## config.mk

```make
export PLATFORM = sky130hd
export DESIGN_NAME = nano_dsi_lane
export DESIGN_NICKNAME = d
export VERILOG_FILES = /design/src/rtl/nano_dsi_lane_pkg.sv /design/src/rtl/nano_dsi_lane_timer.sv /design/src/rtl/nano_dsi_lane.sv
export SDC_FILE = /design/constraint.sdc
export NUM_CORES = 1
export LEC_CHECK = 0
export BUFFER_PORTS_ARGS = -buffer_cell sky130_fd_sc_hd__buf_2
export CAP_MARGIN = 20
export CELL_PAD_IN_SITES_DETAIL_PLACEMENT = 1
export CELL_PAD_IN_SITES_GLOBAL_PLACEMENT = 1
export CORE_ASPECT_RATIO = 1.4
export CORE_MARGIN = 2
export CORE_UTILIZATION = 29
export CTS_CLUSTER_DIAMETER = 30
export CTS_CLUSTER_SIZE = 24
export DETAILED_ROUTE_END_ITERATION = 10
export GPL_TIMING_DRIVEN = 0
export PLACE_DENSITY = 0.72
export SLEW_MARGIN = 15
export SYNTH_ARGS = -nofsm -noshare
export SYNTH_HDL_FRONTEND = slang
export SYNTH_SLANG_ARGS = --single-unit
```

## constraint.sdc

```tcl
create_clock -name clk -period 2.5 [get_ports clk]
set_clock_uncertainty 0.05 [all_clocks]
set_input_delay 0.375 -clock clk [delete_from_list [all_inputs] [get_ports clk]]
set_output_delay 0.375 -clock clk [all_outputs]
set_load 0.005 [all_outputs]
```

## src/rtl/nano_dsi_lane_pkg.sv

```systemverilog
// nano_dsi_lane_pkg: lane state encoding, LP line codes and the default sync byte.
package nano_dsi_lane_pkg;
  typedef enum logic [3:0] {
    S_LP11, S_LP01, S_LP00, S_HS_ZERO, S_HS_CLK, S_HS_SYNC, S_HS_DATA,
    S_HS_TRAIL, S_HS_EXIT, S_ULPS_LP10, S_ULPS_LP00, S_WAKE_LP10
  } lane_state_e;
  localparam logic [1:0] LP11 = 2'b11;
  localparam logic [1:0] LP10 = 2'b10;
  localparam logic [1:0] LP01 = 2'b01;
  localparam logic [1:0] LP00 = 2'b00;
  localparam logic [7:0] DEF_SYNC_BYTE = 8'hB8;
  // {p,n} line levels driven while in state s; every HS state parks LP at 00
  function automatic logic [1:0] lp_code(input lane_state_e s);
    return (s == S_LP11 || s == S_HS_EXIT) ? LP11 :
           (s == S_LP01) ? LP01 :
           (s == S_ULPS_LP10 || s == S_WAKE_LP10) ? LP10 : LP00;
  endfunction
  function automatic logic hs_on(input lane_state_e s);
    return s inside {S_HS_ZERO, S_HS_CLK, S_HS_SYNC, S_HS_DATA, S_HS_TRAIL};
  endfunction
endpackage

```

## src/rtl/nano_dsi_lane_timer.sv

```systemverilog
// nano_dsi_lane_timer: dwell down-counter, loaded on every state change, trig while zero.
// Ports: clk, rst (async, active-high), load_i + val_i (reload), trig_o (count is zero).
module nano_dsi_lane_timer #(
  parameter int W = 8
) (
  input  logic         clk,
  input  logic         rst,
  input  logic         load_i,
  input  logic [W-1:0] val_i,
  output logic         trig_o
);
  logic [W-1:0] cnt_q;
  assign trig_o = cnt_q == '0;
  always_ff @(posedge clk or posedge rst)
    if (rst) cnt_q <= '0;
    else cnt_q <= load_i ? val_i : (trig_o ? cnt_q : cnt_q - W'(1));
endmodule

```

## src/rtl/nano_dsi_lane.sv

```systemverilog
// nano_dsi_lane: MIPI D-PHY lane sequencer (clock lane MODE=0, data lane MODE=1).
// Ports: clk, rst (async, active-high); hs_req_i/hs_rdy_o burst control; ulps_req_i/ulps_active_o;
//   data_i/data_valid_i/data_ready_o byte handshake, err_underrun_o; cfg_*_i dwell = cfg+1 cycles;
//   lp_p_o/lp_n_o, hs_oe_o, hs_bits_o registered IOB drives ([0] rising UI, [1] falling UI).
// NANO_DSI_ULPS_EN enables the ULPS entry/wakeup path; without it ulps_req_i is ignored.
module nano_dsi_lane
  import nano_dsi_lane_pkg::*;
#(
  parameter int         MODE      = 0,
  parameter int         TIMER_W   = 8,
  parameter logic [7:0] SYNC_BYTE = DEF_SYNC_BYTE
) (
  input  logic               clk,
  input  logic               rst,
  input  logic               hs_req_i,
  output logic               hs_rdy_o,
  input  logic               ulps_req_i,
  output logic               ulps_active_o,
  input  logic [7:0]         data_i,
  input  logic               data_valid_i,
  output logic               data_ready_o,
  output logic               err_underrun_o,
  input  logic [TIMER_W-1:0] cfg_lpx_i,
  input  logic [TIMER_W-1:0] cfg_hs_prep_i,
  input  logic [TIMER_W-1:0] cfg_hs_zero_i,
  input  logic [TIMER_W-1:0] cfg_hs_trail_i,
  input  logic [TIMER_W-1:0] cfg_hs_exit_i,
  input  logic [TIMER_W-1:0] cfg_wakeup_i,
  output logic               lp_p_o,
  output logic               lp_n_o,
  output logic               hs_oe_o,
  output logic [1:0]         hs_bits_o
);
  lane_state_e        state_q, state_d;
  logic [7:0]         sh_q, sh_d;
  logic [1:0]         ph_q, ph_d;
  logic [1:0]         lp_q, hs_bits_q, bits_d;
  logic               hs_oe_q, trig, shifting, bnd, ulps_go;
  logic [TIMER_W-1:0] tval;
`ifdef NANO_DSI_ULPS_EN
  assign ulps_go = ulps_req_i;
`else
  logic unused_ulps;
  assign ulps_go = 1'b0;
  assign unused_ulps = ulps_req_i;
`endif
  assign shifting = (MODE != 0) && (state_q == S_HS_SYNC || state_q == S_HS_DATA);
  // byte boundary = last of the four 2-bit phases of the byte on the wire
  assign bnd = shifting && ph_q == 2'd3;
  always_comb begin
    state_d = state_q;
    case (state_q)
      S_LP11:     state_d = hs_req_i ? S_LP01 : (ulps_go ? S_ULPS_LP10 : S_LP11);
      S_LP01:     if (trig) state_d = S_LP00;
      S_LP00:     if (trig) state_d = S_HS_ZERO;
      S_HS_ZERO:  if (trig) state_d = (MODE != 0) ? S_HS_SYNC : S_HS_CLK;
      S_HS_CLK:   if (!hs_req_i) state_d = S_HS_TRAIL;
      S_HS_SYNC:  if (bnd) state_d = (data_valid_i || hs_req_i) ? S_HS_DATA : S_HS_TRAIL;
      S_HS_DATA:  if (bnd && !data_valid_i && !hs_req_i) state_d = S_HS_TRAIL;
      S_HS_TRAIL: if (trig) state_d = S_HS_EXIT;
      S_HS_EXIT:  if (trig) state_d = S_LP11;
`ifdef NANO_DSI_ULPS_EN
      S_ULPS_LP10: if (trig) state_d = S_ULPS_LP00;
      S_ULPS_LP00: if (!ulps_req_i) state_d = S_WAKE_LP10;
      S_WAKE_LP10: if (trig) state_d = S_LP11;
`endif
      default:    state_d = S_LP11;
    endcase
  end
  assign tval = (state_d == S_LP01 || state_d == S_ULPS_LP10) ? cfg_lpx_i :
                (state_d == S_LP00)      ? cfg_hs_prep_i :
                (state_d == S_HS_ZERO)   ? cfg_hs_zero_i :
                (state_d == S_HS_TRAIL)  ? cfg_hs_trail_i :
                (state_d == S_HS_EXIT)   ? cfg_hs_exit_i :
                (state_d == S_WAKE_LP10) ? cfg_wakeup_i : '0;
  nano_dsi_lane_timer #(.W(TIMER_W)) u_timer (
    .clk    (clk),
    .rst    (rst),
    .load_i (state_d != state_q),
    .val_i  (tval),
    .trig_o (trig)
  );
  // on the final boundary the register is filled with ~bit7 so trail just replays it
  assign sh_d = (state_q == S_HS_ZERO) ? SYNC_BYTE :
                bnd ? (data_valid_i ? data_i : (hs_req_i ? 8'h00 : {8{~sh_q[1]}})) :
                shifting ? {2'b00, sh_q[7:2]} : sh_q;
  assign ph_d = shifting ? ph_q + 2'd1 : 2'd0;
  assign bits_d = (state_q == S_HS_CLK) ? 2'b01 :
                  ((MODE != 0) && (shifting || state_q == S_HS_TRAIL)) ? sh_q[1:0] : 2'b00;
  always_ff @(posedge clk or posedge rst)
    if (rst) begin
      state_q   <= S_LP11;
      sh_q      <= '0;
      ph_q      <= '0;
      lp_q      <= LP11;
      hs_oe_q   <= 1'b0;
      hs_bits_q <= 2'b00;
    end else begin
      state_q   <= state_d;
      sh_q      <= sh_d;
      ph_q      <= ph_d;
      lp_q      <= lp_code(state_q);
      hs_oe_q   <= hs_on(state_q);
      hs_bits_q <= bits_d;
    end
  assign lp_p_o         = lp_q[1];
  assign lp_n_o         = lp_q[0];
  assign hs_oe_o        = hs_oe_q;
  assign hs_bits_o      = hs_bits_q;
  assign hs_rdy_o       = state_q == S_HS_CLK || state_q == S_HS_DATA;
  assign ulps_active_o  = state_q == S_ULPS_LP00;
  assign data_ready_o   = bnd && data_valid_i;
  assign err_underrun_o = bnd && !data_valid_i && hs_req_i;
endmodule
```

== Word level (Yosys, flattened, before mapping) ==
Index checks and enable logic that the tools add are counted.

* Input port bits: 61
* Output and inout bits: 9
* Register bits: 16

* Mux-type cells: 20
* Reduce and logical (&&, ||, !) cells: 8
* Add/subtract/negate cells: 1
* Eq/ne operators: 20

{| class="wikitable"
|+ Operator list
! operator !! count
|-
| 8-bit 2-to-1 mux || 8
|-
| 4-bit one-hot mux with 8 select lines || 1
|-
| 4-bit equality test (second input constant) || 7
|-
| 4-bit 2-to-1 mux || 6
|-
| 4-bit by 3-bit equality test with 1-bit output (second input constant) || 5
|-
| 4-bit by 2-bit equality test with 1-bit output (second input constant) || 4
|-
| 4-bit by 1-bit equality test with 1-bit output (second input constant) || 2
|-
| 8-bit zero test || 1
|-
| 8-bit by 1-bit subtractor with 8-bit output (second input constant) || 1
|-
| 2-bit 2-to-1 mux || 3
|-
| 5-bit nonzero test || 1
|-
| 4-bit zero test || 1
|-
| 1-bit logical OR || 4
|-
| 4-bit != test || 1
|-
| 1-bit 2-to-1 mux || 2
|-
| 2-bit != test (second input constant) || 1
|-
| 2-bit OR reduction || 1
|}

== Logic depth before layout (Yosys ltp) ==
Gate-level depths: netlist (run 1).

* Depth after elaboration: 11
* Mapped depth: 9
* Mapped depth without buffers: 8

== Modules after synthesis ==
From an unflattened synthesis (run 1), not the netlist that was laid out.

* Cell total of the unflattened synthesis: 166
* Area total of the unflattened synthesis: 1347.5 µm²

{| class="wikitable"
|+ Modules (own cells, without submodules)
! module !! sequential area each (µm²) !! times used !! area an instance (µm²) !! cells each
|-
| nano_dsi_lane || 202.7 || 1 || 820.8 || 103
|-
| nano_dsi_lane_timer || 200.2 || 1 || 526.8 || 63
|}

== Worst setup path after synthesis (run 1) ==
No wires, ideal clock.

* Path type: reg-to-reg
* Start: reg u_timer.cnt_q[0]
* End: reg u_timer.cnt_q[1]
* Arrival time: 2.212 ns
* Setup time: 0.127 ns
* Path slack: 0.112 ns
* Cell stages (with the launch flop): 9
* Clock period less this slack: 2.388 ns
* Data required time: 2.323 ns
* Path through: dfrtp_1 -> inv_1 -> ha_1 -> or3b_2 -> o31ai_2 -> a21oi_1 -> a221o_1 -> a221oi_2 -> a21oi_1

* Word-level cells in the longest chain between the ends: 11
* Elaborated cells on any way between the ends: 26
* Those cells by class: 1 x add/sub; 9 x eq/ne; 14 x mux; 2 x reduce/logical

{| class="wikitable"
|+ Ends and longest elaborated chain
! element !! RTL line !! text
|-
| start: declaration || nano_dsi_lane_timer.sv:12 || <nowiki>logic [W-1:0] cnt_q;</nowiki>
|-
| start signal: assignment || nano_dsi_lane_timer.sv:16 || <nowiki>else cnt_q <= load_i ? val_i : (trig_o ? cnt_q : cnt_q - W'(1));</nowiki>
|-
| 8-bit zero test || nano_dsi_lane_timer.sv:13 || <nowiki>assign trig_o = cnt_q == '0;</nowiki>
|-
| 4-bit 2-to-1 mux (on tied branches) || -- ||
|-
| 4-bit one-hot mux with 8 select lines || nano_dsi_lane.sv:52 || <nowiki>case (state_q)</nowiki>
|-
| 4-bit equality test || nano_dsi_lane.sv:75 || <nowiki>(state_d == S_WAKE_LP10) ? cfg_wakeup_i : '0;</nowiki>
|-
| 8-bit 2-to-1 mux || nano_dsi_lane.sv:75 ||
|-
| 8-bit 2-to-1 mux || nano_dsi_lane.sv:74 || <nowiki>(state_d == S_HS_EXIT) ? cfg_hs_exit_i :</nowiki>
|-
| 8-bit 2-to-1 mux || nano_dsi_lane.sv:73 || <nowiki>(state_d == S_HS_TRAIL) ? cfg_hs_trail_i :</nowiki>
|-
| 8-bit 2-to-1 mux || nano_dsi_lane.sv:72 || <nowiki>(state_d == S_HS_ZERO) ? cfg_hs_zero_i :</nowiki>
|-
| 8-bit 2-to-1 mux || nano_dsi_lane.sv:71 || <nowiki>(state_d == S_LP00) ? cfg_hs_prep_i :</nowiki>
|-
| 8-bit 2-to-1 mux || nano_dsi_lane.sv:70 || <nowiki>assign tval = (state_d == S_LP01 || state_d == S_ULPS_LP10) ? cfg_lpx_i :</nowiki>
|-
| 8-bit 2-to-1 mux || nano_dsi_lane_timer.sv:16 ||
|}

Several ways; a longest one is shown, not always the timed one. The select of a mux whose other input is x is not followed.
A chain may end at the register's enable or synchronous reset.

== Final worst setup path (run 1) ==
Ends and elaborated chain as after synthesis.

==> run summary, run 1 <==
========================================================================================
Result of the run ......................................................... complete, no violations
Final-stage net count .....................................................          292
RePlAce Congestion ........................................................       0.8229
Kind of critical path ..................................................... flop to flop
Worst Setup End Kind ......................................................         flop
Internal power component ..................................................     1.078 mW
Via count of the first global-routing pass ................................         1571
Initial Util ..............................................................       0.2992
Cell Rows .................................................................           30
Count of routing violations after the opening detailed-route iteration ....           69
Startpoint Class ..........................................................         flop
Inserted Diodes ...........................................................            0
#FFs+latches synth ........................................................           16
Final Routed Wirelength ...................................................     4.781 mm
Number of standard cells in the layout, taps in and fillers out ...........          293
Sequential share of power .................................................        0.235
Sum of internal, switching and leakage power ..............................     1.997 mW
VDD IR-drop max ...........................................................    0.3241 mV
# hold bufs at CTS ........................................................            0
Number of iterations in the first detailed-routing pass ...................            4
Average instance area after synthesis .....................................    8.507 um2
Post-placement setup slack ................................................   -0.2409 ns
Residual DRC count ........................................................            0
Cell area after synthesis ................................................. 0.001438 mm2
Clock transition at the registers of the reported paths ...................      0.06 ns
Top fanout value on the critical path .....................................            8
Worst-Margin Slew .........................................................    0.6353 ns
Number of I/O pins ........................................................           70
LEAKAGE ...................................................................    0.8472 nW
Overall die area .......................................................... 0.005544 mm2
Root cell of the clock tree ............................................... sky130_fd_sc_hd__clkbuf_8
Part of the power in combinational logic ..................................        0.663
CTS Buf Count .............................................................            3
Switching part of the total ...............................................       0.4602
Total instance count after detailed placement .............................          283
Layout area overhead ......................................................       35.60%
Final Setup Violations ....................................................            0
Total half-perimeter wirelength after legalization and detailed placement .     3.682 mm
Worst max-slew margin expressed relative to the limit .....................       0.5760
Data arrival time of the critical path ....................................      2.51 ns
Class of the tightest hold or removal check ............................... input port to async pin
Largest net degree at the start of global routing .........................           17
Port Buffers ..............................................................           48
NetSw .....................................................................    0.9190 mW
Average vias per placed instance ..........................................        5.218
Synth cell count leaders .................................................. sky130_fd_sc_hd__a21oi_1, sky130_fd_sc_hd__dfrtp_1, sky130_fd_sc_hd__nand2_1, sky130_fd_sc_hd__o21ai_0, sky130_fd_sc_hd__nor2_1
Reported max-cap violation count ..........................................            0
Count of pins over their slew limit .......................................            0
Fraction of synthesized cell area taken by the top area cell type .........       0.2437
Shortest clock period the worst path allows after layout ..................     2.429 ns
Die extent in x ...........................................................     63.51 um
Clk network pwr share .....................................................        0.102
Data required time at the worst endpoint ..................................      2.58 ns
Final sum of negative setup slack .........................................         0 ns
Dominant cell by count in the synthesized netlist ......................... sky130_fd_sc_hd__a21oi_1
Area of the core .......................................................... 0.004805 mm2
Wire length of the first global-routing pass ..............................     7.700 mm
Final setup slack of the worst path .......................................   0.07126 ns
Async set-reset flop share out of synthesis ...............................        1.000
Insertion delay of the later-clocked pin in the worst-skew pair ...........      0.25 ns
H-tree depth ..............................................................            1
Antenna viol nets, final ..................................................            0
Cell types with the largest area share after synthesis .................... sky130_fd_sc_hd__dfrtp_1, sky130_fd_sc_hd__a21oi_1, sky130_fd_sc_hd__o21ai_0, sky130_fd_sc_hd__buf_6, sky130_fd_sc_hd__dfstp_2
CTS sink count ............................................................           16
Synth Instances ...........................................................          169
Core Util, Final ..........................................................       0.4057
Standard cell with the maximum stage delay on the critical path ........... sky130_fd_sc_hd__or3b_4
Power per Cell Area .......................................................  1024 mW/mm2
Yosys Warn Count ..........................................................            0
Maximum number of buffers from clock root to sink .........................            2
Cell type with the largest total area after synthesis ..................... sky130_fd_sc_hd__dfrtp_1
Sequential-to-total area share from yosys stat ............................       0.2802
Stage delay of the slowest cell on the critical path ......................      0.45 ns
Cell chain of the critical path ........................................... inv_1 > ha_4 > or3b_4 > nor2_4 > o2bb2ai_2 > a221o_1 > a221oi_2 > a21oi_1
Commonest register cell after synthesis ................................... sky130_fd_sc_hd__dfrtp_1
Count of flip-flops with a built-in enable after synthesis ................            0
Count of endpoints failing hold in the final timing report ................            0
Routed length per placed instance .........................................     16.32 um
Fraction of layout instances using a drive strength above 1 ...............       0.4105
Overall global routing resource usage .....................................       0.1778
TritonCTS clock tree ......................................................         done
Peak clock frequency supported by timing ..................................    411.7 MHz
Portion of the clock cycle consumed by the worst path in the final layout .       0.9715
Gr ovfl total .............................................................            0
Count of vias placed by the detailed router ...............................         1529
Height of the die .........................................................     87.31 um
Initial antenna violation count ...........................................            0
Count of unique library cells instantiated by Yosys .......................           51
========================================================================================
path summary, 6_finish.rpt:
| kind | from | endpoint | slack [ns] | depth (start not counted) |
|---|---|---|---|---|
| setup / recovery | u_timer.cnt_q[0] | u_timer.cnt_q[1] | 0.07 | 8 |
| hold / removal | rst | state_q[1] | 0.15 | 2 |
| setup reg to reg | u_timer.cnt_q[0] | u_timer.cnt_q[1] | 0.07 | 8 |
| hold reg to reg | state_q[1] | lp_q[1] | 0.56 | 2 |
| max in group asynchronous | rst | u_timer.cnt_q[2] | 1.80 | 2 |
| min in group clk | cfg_hs_prep_i[2] | u_timer.cnt_q[2] | 0.34 | 3 |
per-layer routing:
metal,global-route usage,vias to the layer above,routed length [um]
met1,0.2159,735,1994
met2,0.3330,36,2554
met4,0.05138,0,70
met3,0.01294,7,162
li1,-,751,-
met5,0,-,0
power groups by stage:
stage	registers [mW]	logic [mW]	clock network, mW
floorplan	0.439	0.907	0
global placement	0.456	1.17	0
detailed placement	0.460	1.17	0
CTS	0.463	1.25	0.205
global route	0.483	1.47	0.216
finish	0.469	1.32	0.204
placed cells by master (no fill, tap or decap), types with 3 or more instances in the layout:
cell,instances
sky130_fd_sc_hd__nand2_1,12
sky130_fd_sc_hd__nand3_1,6
sky130_fd_sc_hd__a222oi_1,3
sky130_fd_sc_hd__o21a_1,4
sky130_fd_sc_hd__buf_2,49
sky130_fd_sc_hd__o21ai_1,4
sky130_fd_sc_hd__nor3_1,7
sky130_fd_sc_hd__dfrtp_1,13
sky130_fd_sc_hd__buf_6,5
sky130_fd_sc_hd__inv_1,7
sky130_fd_sc_hd__conb_1,3
sky130_fd_sc_hd__a221o_1,5
sky130_fd_sc_hd__nor2_1,9
sky130_fd_sc_hd__or3_1,3
sky130_fd_sc_hd__buf_4,10
sky130_fd_sc_hd__a21oi_1,19
sky130_fd_sc_hd__o21ai_0,9
sky130_fd_sc_hd__or4_1,3
sky130_fd_sc_hd__xor2_1,3
sky130_fd_sc_hd__clkbuf_8,5
worst max-delay path, delay by kind of cell (launching register included):
| kind | cells | cell delay (ns) |
|---|---|---|
| AOI/OAI and AO/OA | 4 | 0.81 |
| and+or+nand+nor | 2 | 0.70 |
| DFF | 1 | 0.42 |
| adders and majority gates | 1 | 0.19 |
| buffers and inverters | 1 | 0.13 |
cells by family after synthesis:
kind of cell,Yosys count,share of synthesized area
compound gates,58,0.2898
xor+xnor,5,0.03047
fa+ha+maj,1,0.008702
buf+inv,21,0.1053
flops,16,0.2802
mux,4,0.02785
other cells,1,0.002608
simple gates,63,0.2550
through the flow:
| step | instance area [um2] | hold WS, ns |
|---|---|---|
| 2_1_floorplan | 1445 | 0.2373 |
| 3_3_place_gp | 1765 | 0.4370 |
| 3_5_place_dp | 1765 | 0.4502 |
| 4_1_cts | 1868 | 0.1833 |
| 5_1_grt | 1949 | 0.2191 |
| 6_report | 1949 | 0.1496 |
sequential cells by signal, summed over array words and instances, names as in the netlist:
name	flops
state_q	4
hs_bits_o	1
lp_q	2
u_timer.cnt_q	8
hs_oe_o	1
layout make-up:
class,instances,area [um2]
fillers,620,2855
multi-input cells,134,980.9
flip-flops and latches,16,404.1
repair buffers,54,285.3
plain buffers,14,127.6
well taps,64,80.08
clock buffers,4,45.04
inverters,7,26.28
repair_timing:
item                                    in CTS  in global routing
setup buffers                                0                  6
pin swaps                                    0                  2
endpoints found under the setup margin       8                  8
resized for setup                           10                 10
No activity file was read; power rests on OpenSTA's default activity.
==> inputs of run 2 (changes only) <==
CTS_CLUSTER_SIZE = 14   (was 24)
PLACE_DENSITY = unset   (was 0.72)
PLACE_DENSITY_LB_ADDON = 0.25   (was unset)
SKIP_CTS_REPAIR_TIMING = 1   (was unset)
==> run summary, run 2 (synthesized netlist as in run 1, its figures left out) <==
========================================================================================
Register with the most flip-flops ......................................... u_timer.cnt_q
Clk network pwr share .....................................................        0.104
Kind of critical path ..................................................... flop to flop
Part of the power in combinational logic ..................................        0.665
Result of the run ......................................................... complete, no violations
Layout area overhead ......................................................       36.64%
Switching part of the total ...............................................       0.4623
Largest net degree at the start of global routing .........................           17
Maximum number of buffers from clock root to sink .........................            2
Core Util, Final ..........................................................       0.4089
Top fanout value on the critical path .....................................            7
Class of the tightest hold or removal check ............................... input port to async pin
CTS Buf Count .............................................................            3
NetSw .....................................................................    0.9548 mW
Reg2Reg Capture Point ..................................................... u_timer.cnt_q[4]
Count of pins over their slew limit .......................................            0
Initial antenna violation count ...........................................            0
Final Routed Wirelength ...................................................     4.896 mm
Routed length per placed instance .........................................     16.71 um
CTS sink count ............................................................           16
RR Startpoint ............................................................. u_timer.cnt_q[2]
Reported max-cap violation count ..........................................            0
Number of iterations in the first detailed-routing pass ...................            4
Power per Cell Area .......................................................  1051 mW/mm2
Total instance count after detailed placement .............................          283
RePlAce Congestion ........................................................       0.7880
Root cell of the clock tree ............................................... sky130_fd_sc_hd__clkbuf_8
Worst-case reg-to-reg path depth ..........................................            7
Via count of the first global-routing pass ................................         1582
Number of standard cells in the layout, taps in and fillers out ...........          293
Inserted Diodes ...........................................................            0
Residual DRC count ........................................................            0
Peak clock frequency supported by timing ..................................    406.6 MHz
Shortest clock period the worst path allows after layout ..................     2.459 ns
Data arrival time of the critical path ....................................      2.55 ns
Count of vias placed by the detailed router ...............................         1494
Overall global routing resource usage .....................................       0.1786
Antenna viol nets, final ..................................................            0
Final-stage net count .....................................................          292
Clock transition at the registers of the reported paths ...................      0.07 ns
Area of the core .......................................................... 0.004805 mm2
Count of endpoints failing hold in the final timing report ................            0
Worst Setup End Kind ......................................................         flop
Cell Rows .................................................................           30
Internal reg-to-reg setup slack ...........................................      0.04 ns
Commonest cells after routing, fill and taps aside ........................ sky130_fd_sc_hd__buf_2, sky130_fd_sc_hd__a21oi_1, sky130_fd_sc_hd__dfrtp_1, sky130_fd_sc_hd__nand2_1, sky130_fd_sc_hd__o21ai_0
TritonCTS clock tree ......................................................         done
Post-placement setup slack ................................................   -0.3123 ns
Regs by FF count .......................................................... u_timer.cnt_q: 8 flops, state_q: 4 flops, lp_q: 2 flops
Wire length of the first global-routing pass ..............................     7.679 mm
Average vias per placed instance ..........................................        5.099
Startpoint Class ..........................................................         flop
Initial Util ..............................................................       0.2992
Fin area .................................................................. 0.001964 mm2
Port Buffers ..............................................................           48
H-tree depth ..............................................................            1
Total half-perimeter wirelength after legalization and detailed placement .     3.619 mm
Worst max-slew margin expressed relative to the limit .....................       0.5636
Number of I/O pins ........................................................           70
Sequential share of power .................................................        0.231
LEAKAGE ...................................................................    0.8638 nW
Overall die area .......................................................... 0.005544 mm2
Gr ovfl total .............................................................            0
Final Setup Violations ....................................................            0
VDD IR-drop max ...........................................................    0.3591 mV
Placed cell areas ......................................................... 0.001765 mm2
Final setup slack of the worst path .......................................   0.04086 ns
Insertion delay of the later-clocked pin in the worst-skew pair ...........      0.26 ns
Height of the die .........................................................     87.31 um
Portion of the clock cycle consumed by the worst path in the final layout .       0.9837
Most common library cell in the layout ignoring fill and taps ............. sky130_fd_sc_hd__buf_2
Data required time at the worst endpoint ..................................      2.59 ns
Internal power component ..................................................     1.111 mW
Worst setup path startpoint ............................................... u_timer.cnt_q[2]
Worst-Margin Slew .........................................................    0.6539 ns
Count of routing violations after the opening detailed-route iteration ....           84
Flip-flop count of the largest register after layout ......................            8
Die extent in x ...........................................................     63.51 um
Fraction of layout instances using a drive strength above 1 ...............       0.4105
========================================================================================
run 2: cell counts in the layout (fill, tap and decap cells not counted):
No cell type changed its count.
run 2: routing by layer:
layer | share of wire | vias to the layer above | track usage
met1 | 0.41 | 723 | 0.2070
met5 | 0 | - | 0
met4 | 0.010 | 0 | 0.05336
met3 | 0.018 | 5 | 0.01811
li1 | - | 744 | -
met2 | 0.56 | 22 | 0.3416
run 2: through the flow:
step	TNS, ns	hold slack [ns]	total power, mW
after CTS	-2.169	0.1735	1.853
after global routing	-0.05469	0.2148	2.251
final	0	0.1470	2.066
after global placement	-1.972	0.4451	1.625
after detailed placement	-1.903	0.4532	1.633
after floorplan	0	0.2373	1.345
run 2: cell type report:
class | instances | area [um2]
Buffer | 14 | 125.1
Clock buffer | 4 | 45.04
Fill cell | 624 | 2840
Inverter | 7 | 26.28
Multi-Input combinational cell | 134 | 998.5
Sequential cell | 16 | 404.1
Tap cell | 64 | 80.08
Timing Repair Buffer | 54 | 285.3
run 2: worst max path at each step:
| stage | to |
|---|---|
| after CTS | u_timer.cnt_q[7] |
| after detailed placement | u_timer.cnt_q[7] |
| final | u_timer.cnt_q[4] |
| after global routing | u_timer.cnt_q[4] |
| after floorplan | u_timer.cnt_q[1] |
| after global placement | u_timer.cnt_q[7] |
run 2: power groups by stage:
stage / combinational, mW / clock, mW / sequential, mW
after floorplan: 0.907 / 0 / 0.439
after global placement: 1.16 / 0 / 0.461
after detailed placement: 1.17 / 0 / 0.462
after CTS: 1.18 / 0.217 / 0.457
after global routing: 1.53 / 0.229 / 0.491
final: 1.37 / 0.214 / 0.477
run 2: critical path: stages, from the launching register on:
cell and delay (ns):
sky130_fd_sc_hd__dfrtp_2 0.45, sky130_fd_sc_hd__or4_1 0.52, sky130_fd_sc_hd__buf_2 0.20, sky130_fd_sc_hd__or4_4 0.50
sky130_fd_sc_hd__a21boi_4 0.19, sky130_fd_sc_hd__o21a_1 0.12, sky130_fd_sc_hd__o21ai_0 0.20, sky130_fd_sc_hd__a21oi_1 0.10
